===== config.mk =====
export PLATFORM = sky130hd
export DESIGN_NAME = data_island_scheduler
export DESIGN_NICKNAME = d
export VERILOG_FILES = /design/src/rtl/data_island_scheduler_pkg.sv /design/src/rtl/data_island_scheduler_budget_check.sv /design/src/rtl/data_island_scheduler.sv
export SDC_FILE = /design/constraint.sdc
export NUM_CORES = 1
export LEC_CHECK = 0
export ABC_AREA = 0
export ABC_CLOCK_PERIOD_IN_PS = 1900
export BUFFER_PORTS_ARGS = -buffer_cell sky130_fd_sc_hd__clkbuf_2
export CORE_AREA = 2 2 205 207
export CTS_BUF_LIST = sky130_fd_sc_hd__clkbuf_8
export DETAILED_ROUTE_END_ITERATION = 10
export DIE_AREA = 0 0 207 209
export PLACE_DENSITY_LB_ADDON = 0.2
export SETUP_SLACK_MARGIN = 0.2
export SKIP_LAST_GASP = 1
export SYNTH_ARGS = -nofsm -noshare
export SYNTH_HDL_FRONTEND = slang
export SYNTH_SLANG_ARGS = --single-unit

===== constraint.sdc =====
create_clock -name clock -period 1.9 [get_ports clock]
set_input_delay 0.19 -clock clock [delete_from_list [all_inputs] [get_ports clock]]
set_output_delay 0.19 -clock clock [all_outputs]
set_load 0.02 [all_outputs]

===== src/rtl/data_island_scheduler_pkg.sv =====
// Shared definitions for the HDMI data-island scheduler: period codes, preamble
// CTL pattern, packet length, FSM states and a saturating counter helper.
package data_island_scheduler_pkg;

    typedef enum logic [1:0] {
        PERIOD_CONTROL  = 2'd0,
        PERIOD_PREAMBLE = 2'd1,
        PERIOD_GUARD    = 2'd2,
        PERIOD_DATA     = 2'd3
    } period_e;

    localparam logic [3:0] CTL_PREAMBLE = 4'b1010;
    localparam int         PACKET_LEN   = 32;

    typedef enum logic [2:0] {
        ST_IDLE,
        ST_PREAMBLE,
        ST_LEAD_GUARD,
        ST_PACKET,
        ST_TRAIL_GUARD,
        ST_TAIL
    } state_e;

    function automatic logic [15:0] satInc16(input logic [15:0] value, input logic inc);
        return (inc && (value != 16'hFFFF)) ? value + 16'd1 : value;
    endfunction

endpackage


===== src/rtl/data_island_scheduler_budget_check.sv =====
// Combinational blanking-budget test: does a whole new island (startFits) or one
// more packet plus its closing guard and tail (contFits) fit in the remaining blank?
module island_budget_check
    import data_island_scheduler_pkg::*;
#(
    parameter int PREAMBLE_LEN = 8,
    parameter int GUARD_LEN    = 2,
    parameter int TAIL_LEN     = 4
) (
    input  logic [11:0] blankRemaining_i,
    output logic        startFits_o,
    output logic        contFits_o
);

    localparam int START_BUDGET = PREAMBLE_LEN + 2 * GUARD_LEN + PACKET_LEN + TAIL_LEN;
    localparam int CONT_BUDGET  = PACKET_LEN + GUARD_LEN + TAIL_LEN;

    always_comb begin
        startFits_o = (blankRemaining_i > 12'(START_BUDGET));
        contFits_o  = (blankRemaining_i > 12'(CONT_BUDGET));
    end

endmodule


===== src/rtl/data_island_scheduler.sv =====
// Data-island scheduler: places preamble, guard bands and 1..MAX_PACKETS HDMI packets
// inside blanking. Define DATA_ISLAND_STATS_EN to add saturating island/packet/defer counters.
module data_island_scheduler
    import data_island_scheduler_pkg::*;
#(
    parameter int MAX_PACKETS  = 18,
    parameter int PREAMBLE_LEN = 8,
    parameter int GUARD_LEN    = 2,
    parameter int TAIL_LEN     = 4
) (
    input  logic        clock,
    input  logic        resetN,
    input  logic        inBlank,
    input  logic [11:0] blankRemaining,
    input  logic        pktValid,
    output logic        pktReady,
    input  logic [23:0] pktHeader,
    input  logic [55:0] pktSubpacket0,
    input  logic [55:0] pktSubpacket1,
    input  logic [55:0] pktSubpacket2,
    input  logic [55:0] pktSubpacket3,
    output logic [1:0]  period,
    output logic [3:0]  ctl,
    output logic        isFirstPacketClock,
    output logic [23:0] header,
    output logic [55:0] subpacket0,
    output logic [55:0] subpacket1,
    output logic [55:0] subpacket2,
    output logic [55:0] subpacket3,
    output logic        islandOverrun
`ifdef DATA_ISLAND_STATS_EN
    ,
    output logic [15:0] islandCount,
    output logic [15:0] packetCount,
    output logic [15:0] deferCount
`endif
);

    localparam logic [7:0] PREAMBLE_LAST = 8'(PREAMBLE_LEN - 1);
    localparam logic [7:0] GUARD_LAST    = 8'(GUARD_LEN - 1);
    localparam logic [7:0] PACKET_LAST   = 8'(PACKET_LEN - 1);
    localparam logic [7:0] TAIL_LAST     = 8'(TAIL_LEN - 1);
    localparam logic [4:0] MAX_SENT      = 5'(MAX_PACKETS);

    state_e      state_q, state_d;
    logic [7:0]  count_q, count_d;
    logic [4:0]  sent_q, sent_d;
    logic [23:0] header_q;
    logic [55:0] subpacket0_q, subpacket1_q, subpacket2_q, subpacket3_q;
    logic        overrun_q;
    logic        startFits, contFits;
    logic        islandActive;

    island_budget_check #(
        .PREAMBLE_LEN (PREAMBLE_LEN),
        .GUARD_LEN    (GUARD_LEN),
        .TAIL_LEN     (TAIL_LEN)
    ) budgetCheck (
        .blankRemaining_i (blankRemaining),
        .startFits_o      (startFits),
        .contFits_o       (contFits)
    );

    // count_q times each phase; in ST_PACKET it is the 0..31 packet clock index.
    always_comb begin
        state_d            = state_q;
        count_d            = count_q;
        sent_d             = sent_q;
        pktReady           = 1'b0;
        period             = PERIOD_CONTROL;
        ctl                = '0;
        isFirstPacketClock = 1'b0;

        unique case (state_q)
            ST_IDLE: begin
                sent_d  = '0;
                count_d = '0;
                if (inBlank && pktValid && startFits) begin
                    state_d = ST_PREAMBLE;
                end
            end
            ST_PREAMBLE: begin
                period = PERIOD_PREAMBLE;
                ctl    = CTL_PREAMBLE;
                if (count_q == PREAMBLE_LAST) begin
                    state_d = ST_LEAD_GUARD;
                    count_d = '0;
                end else begin
                    count_d = count_q + 8'd1;
                end
            end
            ST_LEAD_GUARD: begin
                period = PERIOD_GUARD;
                if (count_q == GUARD_LAST) begin
                    pktReady = 1'b1;
                    state_d  = ST_PACKET;
                    count_d  = '0;
                end else begin
                    count_d = count_q + 8'd1;
                end
            end
            ST_PACKET: begin
                period             = PERIOD_DATA;
                isFirstPacketClock = (count_q == 8'd0);
                if (count_q == PACKET_LAST) begin
                    count_d = '0;
                    // Back-to-back continuation only if the next packet still fits in blanking.
                    if (pktValid && (sent_q < MAX_SENT) && inBlank && contFits) begin
                        pktReady = 1'b1;
                    end else begin
                        state_d = ST_TRAIL_GUARD;
                    end
                end else begin
                    count_d = count_q + 8'd1;
                end
            end
            ST_TRAIL_GUARD: begin
                period = PERIOD_GUARD;
                if (count_q == GUARD_LAST) begin
                    state_d = ST_TAIL;
                    count_d = '0;
                end else begin
                    count_d = count_q + 8'd1;
                end
            end
            ST_TAIL: begin
                if (count_q == TAIL_LAST) begin
                    state_d = ST_IDLE;
                    count_d = '0;
                end else begin
                    count_d = count_q + 8'd1;
                end
            end
            default: begin
                state_d = ST_IDLE;
                count_d = '0;
            end
        endcase

        if (pktReady) begin
            sent_d = sent_q + 5'd1;
        end
    end

    assign islandActive = (state_q == ST_PREAMBLE) || (state_q == ST_LEAD_GUARD) ||
                          (state_q == ST_PACKET)   || (state_q == ST_TRAIL_GUARD);

    always_ff @(posedge clock or negedge resetN) begin
        if (!resetN) begin
            state_q <= ST_IDLE;
            count_q <= '0;
            sent_q  <= '0;
        end else begin
            state_q <= state_d;
            count_q <= count_d;
            sent_q  <= sent_d;
        end
    end

    // Packet contents are captured on the accept clock and held until the next accept.
    always_ff @(posedge clock or negedge resetN) begin
        if (!resetN) begin
            header_q     <= '0;
            subpacket0_q <= '0;
            subpacket1_q <= '0;
            subpacket2_q <= '0;
            subpacket3_q <= '0;
        end else if (pktReady) begin
            header_q     <= pktHeader;
            subpacket0_q <= pktSubpacket0;
            subpacket1_q <= pktSubpacket1;
            subpacket2_q <= pktSubpacket2;
            subpacket3_q <= pktSubpacket3;
        end
    end

    // Losing blanking mid-island is flagged but never truncates the island.
    always_ff @(posedge clock or negedge resetN) begin
        if (!resetN) begin
            overrun_q <= 1'b0;
        end else if (islandActive && !inBlank) begin
            overrun_q <= 1'b1;
        end
    end

    assign header        = header_q;
    assign subpacket0    = subpacket0_q;
    assign subpacket1    = subpacket1_q;
    assign subpacket2    = subpacket2_q;
    assign subpacket3    = subpacket3_q;
    assign islandOverrun = overrun_q;

`ifdef DATA_ISLAND_STATS_EN
    logic        inBlank_q;
    logic        pktValid_q;
    logic        started_q;
    logic [15:0] islandCount_q, packetCount_q, deferCount_q;
    logic        islandStart;
    logic        blankEnd;

    assign islandStart = (state_q == ST_IDLE) && (state_d == ST_PREAMBLE);
    assign blankEnd    = inBlank_q && !inBlank;

    // A blank counts as deferred when it closes with a packet waiting and no island started in it.
    always_ff @(posedge clock or negedge resetN) begin
        if (!resetN) begin
            inBlank_q     <= 1'b0;
            pktValid_q    <= 1'b0;
            started_q     <= 1'b0;
            islandCount_q <= '0;
            packetCount_q <= '0;
            deferCount_q  <= '0;
        end else begin
            inBlank_q     <= inBlank;
            pktValid_q    <= pktValid;
            if (blankEnd) begin
                started_q <= islandStart;
            end else if (islandStart) begin
                started_q <= 1'b1;
            end
            islandCount_q <= satInc16(islandCount_q, islandStart);
            packetCount_q <= satInc16(packetCount_q, pktReady);
            deferCount_q  <= satInc16(deferCount_q, blankEnd && pktValid_q && !started_q);
        end
    end

    assign islandCount = islandCount_q;
    assign packetCount = packetCount_q;
    assign deferCount  = deferCount_q;
`endif

endmodule


==> impl_metrics.ini <==
[status]
outcome = finished, violations left
violations = negative setup slack

[sta]
rsz0062_at_grt = yes
setup_ws_ns = -0.384
max_freq_mhz = 438
fin_crit_ns = 2.28
post-route-period-util = 1.20
hold_slack_ns = 0.134
setup_viol = 257
drv_slew = 0
final_hold_viol_count = 0
fin_skew_ns = 0.0210

[detailed_routing]
vias = 11275
drtAntennaViolNets = 0
drc_errors = 0
dr.first_iter.drc_count = 527
drtPass1Iterations = 5
avgRoutedWirePerCell_um = 15.8
via_per_inst = 4.23
wirelength_um = 42000

[clock_network]
cts.sinks = 265
clk_pin_slew_worst_paths_ns = 0.06
clk-insertion-delay-late_ns = 0.59
htreeDepth = 2
clockBufferDepth = 3
cts_buffers = 48
cts_tree = yes
cts_root_buffer = clkbuf_8

[global_route]
grt_max_degree = 59
antenna_found_initial = 1
grt.total_usage = 0.185
grt_pass1_wl_um = 63800
grt_overflow = 0
grt_pass1_vias = 11669

[worst_setup_path]
r2r-start = count_q[0]
slowest_stage = dfrtp_2
path_cells = ha_4 > and4_1 > and3b_2 > a31o_4 > buf_12 > buf_8
path_buf_inv = 2
crit_start = count_q[0]
critical_path.top_delay_family = flip-flops
worstPathRequired_ns = 1.71
slowest_delay_ns = 0.45
worst-path-max-fanout = 3
worstSetupStartpointType = register
arrival_ns = 2.09
path_class = register to output port
end_kind = output port

[placed_design]
port_buffers = 518
post-place-ws_ns = -0.0592
place_hpwl_um = 26100
place.gp.congestion = 0.797

[synth]
syn-instance-count = 1175
syn_area_um2 = 10500
syn_avg_cell_area_um2 = 8.95
ys_seq_area_frac = 0.631
synth_warnings = 0
synth_seq_cells = 265
synth_cell_type_count = 45

[floorplan]
io_pins = 521
die_x_um = 207
die_h_um = 209
initial_core_util = 0.255
dieArea_um2 = 43300
core_area_um2 = 41300
num_rows = 75

[final_layout]
n_antenna_cell = 0
fill_cells = 3763
areaGrowthSynthToFinish_pct = 90.3
fin_nets = 2362
register_area_um2 = 6640
final_cell_mix = nand2_1, clkbuf_2, dfrtp_1
layout_commonest_cell = nand2_1
final_core_util = 0.484
multi_input_area_um2 = 3870
drive_above_1_share = 0.414

[power_and_ir_drop]
seqPwrFrac = 0.318
clockPowerShare = 0.190
power.leakage_nw = 11.0
power.total_mw = 30.3
pwr-share-comb = 0.493
power.internal_mw = 17.8
power_density_nw_per_um2 = 1510
switching_share = 0.411
power_switching_mw = 12.4
ir_drop_mv = 0.852

[job]
maxCapViolations = 0

[hold_path]
hp-class = input pin to asynchronous set/reset pin
## registers in the layout (all words and copies together), names as in the netlist
| register | cells |
|---|---|
| subpacket0 | 56 |
| header | 24 |
| islandOverrun | 1 |
| subpacket1 | 56 |
| subpacket2 | 56 |
| count_q | 8 |
| state_q | 3 |
| subpacket3 | 56 |
| sent_q | 5 |
## worst reg2reg max path, delay by kind of cell (launching register included)
kind,cells,cell delay [ns]
flops,1,0.45
simple gates,4,0.51
compound gates,1,0.20
buf+inv,7,0.91
fa+ha+maj,1,0.17
## routing by layer
layer | wire, um | GRT usage
met3 | 2910 | 0.0526
met1 | 17200 | 0.227
met2 | 20600 | 0.310
met4 | 1260 | 0.0648
met5 | 11 | 0
## cells by family after synthesis
family | after synthesis | synth area share
simple gates | 805 | 0.298
flops | 265 | 0.631
buf+inv | 67 | 0.0405
compound gates | 24 | 0.0168
xor+xnor | 7 | 0.00583
fa+ha+maj | 4 | 0.00476
mux | 2 | 0.00250
other cells | 1 | 0.000357
## cell type report
cell class,instances,share of cell area
Timing Repair Buffer,931,0.390
Inverter,4,0.000751
Clock inverter,19,0.00763
Tap cell,539,0.0337
Sequential cell,265,0.332
Multi-Input combinational cell,844,0.194
Clock buffer,62,0.0427
## power by group through the flow
| stage | Sequential [mW] | Combinational, mW | Clock, mW |
|---|---|---|---|
| finish | 9.62 | 14.9 | 5.74 |
| global route | 9.89 | 16.1 | 6.22 |
| CTS | 9.45 | 13.6 | 5.95 |
| detailed placement | 9.49 | 11.5 | 0 |
| global placement | 9.45 | 11.4 | 0 |
| floorplan | 12.2 | 3.89 | 0 |
## final timing paths
check,slack (ns),endpoint,cells after the start
min reg2reg,0.46,subpacket1[7],2
max in group asynchronous,0.99,subpacket3[32],3
max,-0.38,pktReady,6
min,0.13,subpacket2[35],2
min in group clock,0.18,state_q[0],4
max reg2reg,-0.38,header[22],13
## Yosys cell counts (all sizes together)
library cell / instances / share of area
a41oi: 1 / 0.00083
a311oi: 2 / 0.0017
a211oi: 2 / 0.0026
and2b: 1 / 0.00071
a221oi: 1 / 0.00083
o21ai: 6 / 0.0029
inv: 4 / 0.0014
buf: 62 / 0.039
nand2b: 4 / 0.0024
ha: 4 / 0.0048
a21oi: 3 / 0.0014
clkbuf: 1 / 0.00036
and4: 2 / 0.0019
and4b: 1 / 0.00095
o211ai: 2 / 0.0014
nor4: 2 / 0.0012
nand3b: 2 / 0.0014
nor2b: 2 / 0.0012
o31ai: 1 / 0.00071
o21bai: 1 / 0.00071
nand3: 12 / 0.0057
conb: 1 / 0.00036
a31oi: 2 / 0.0012
and3b: 3 / 0.0026
mux2: 2 / 0.0025
nor4bb: 1 / 0.00095
nor3: 2 / 0.0014
a22o: 1 / 0.00083
nand2: 757 / 0.27
a31o: 2 / 0.0017
nor2: 10 / 0.0036
nor4b: 1 / 0.00083
dfrtp: 265 / 0.63
and2: 2 / 0.0012
xor2: 3 / 0.0025
xnor2: 4 / 0.0033
and3: 3 / 0.0018
## timing repair
item,in CTS,in global routing
hold buffers,250,0
pin swaps,6,71
setup endpoints to repair,263,268
hold endpoints to repair,484,0
resized for setup,42,161
gates cloned,23,16
setup buffers,34,27
## metrics by stage
step,instance area [um2],cells,TNS (ns)
floorplan,10600,1176,0
global placement,14200,2233,-0.0714
detailed placement,14200,2233,-3.79
CTS,18900,2621,-37.67
global route,20000,2664,-91.95
finish,20000,2664,-69.49
Power figures use the tool's default switching activity.
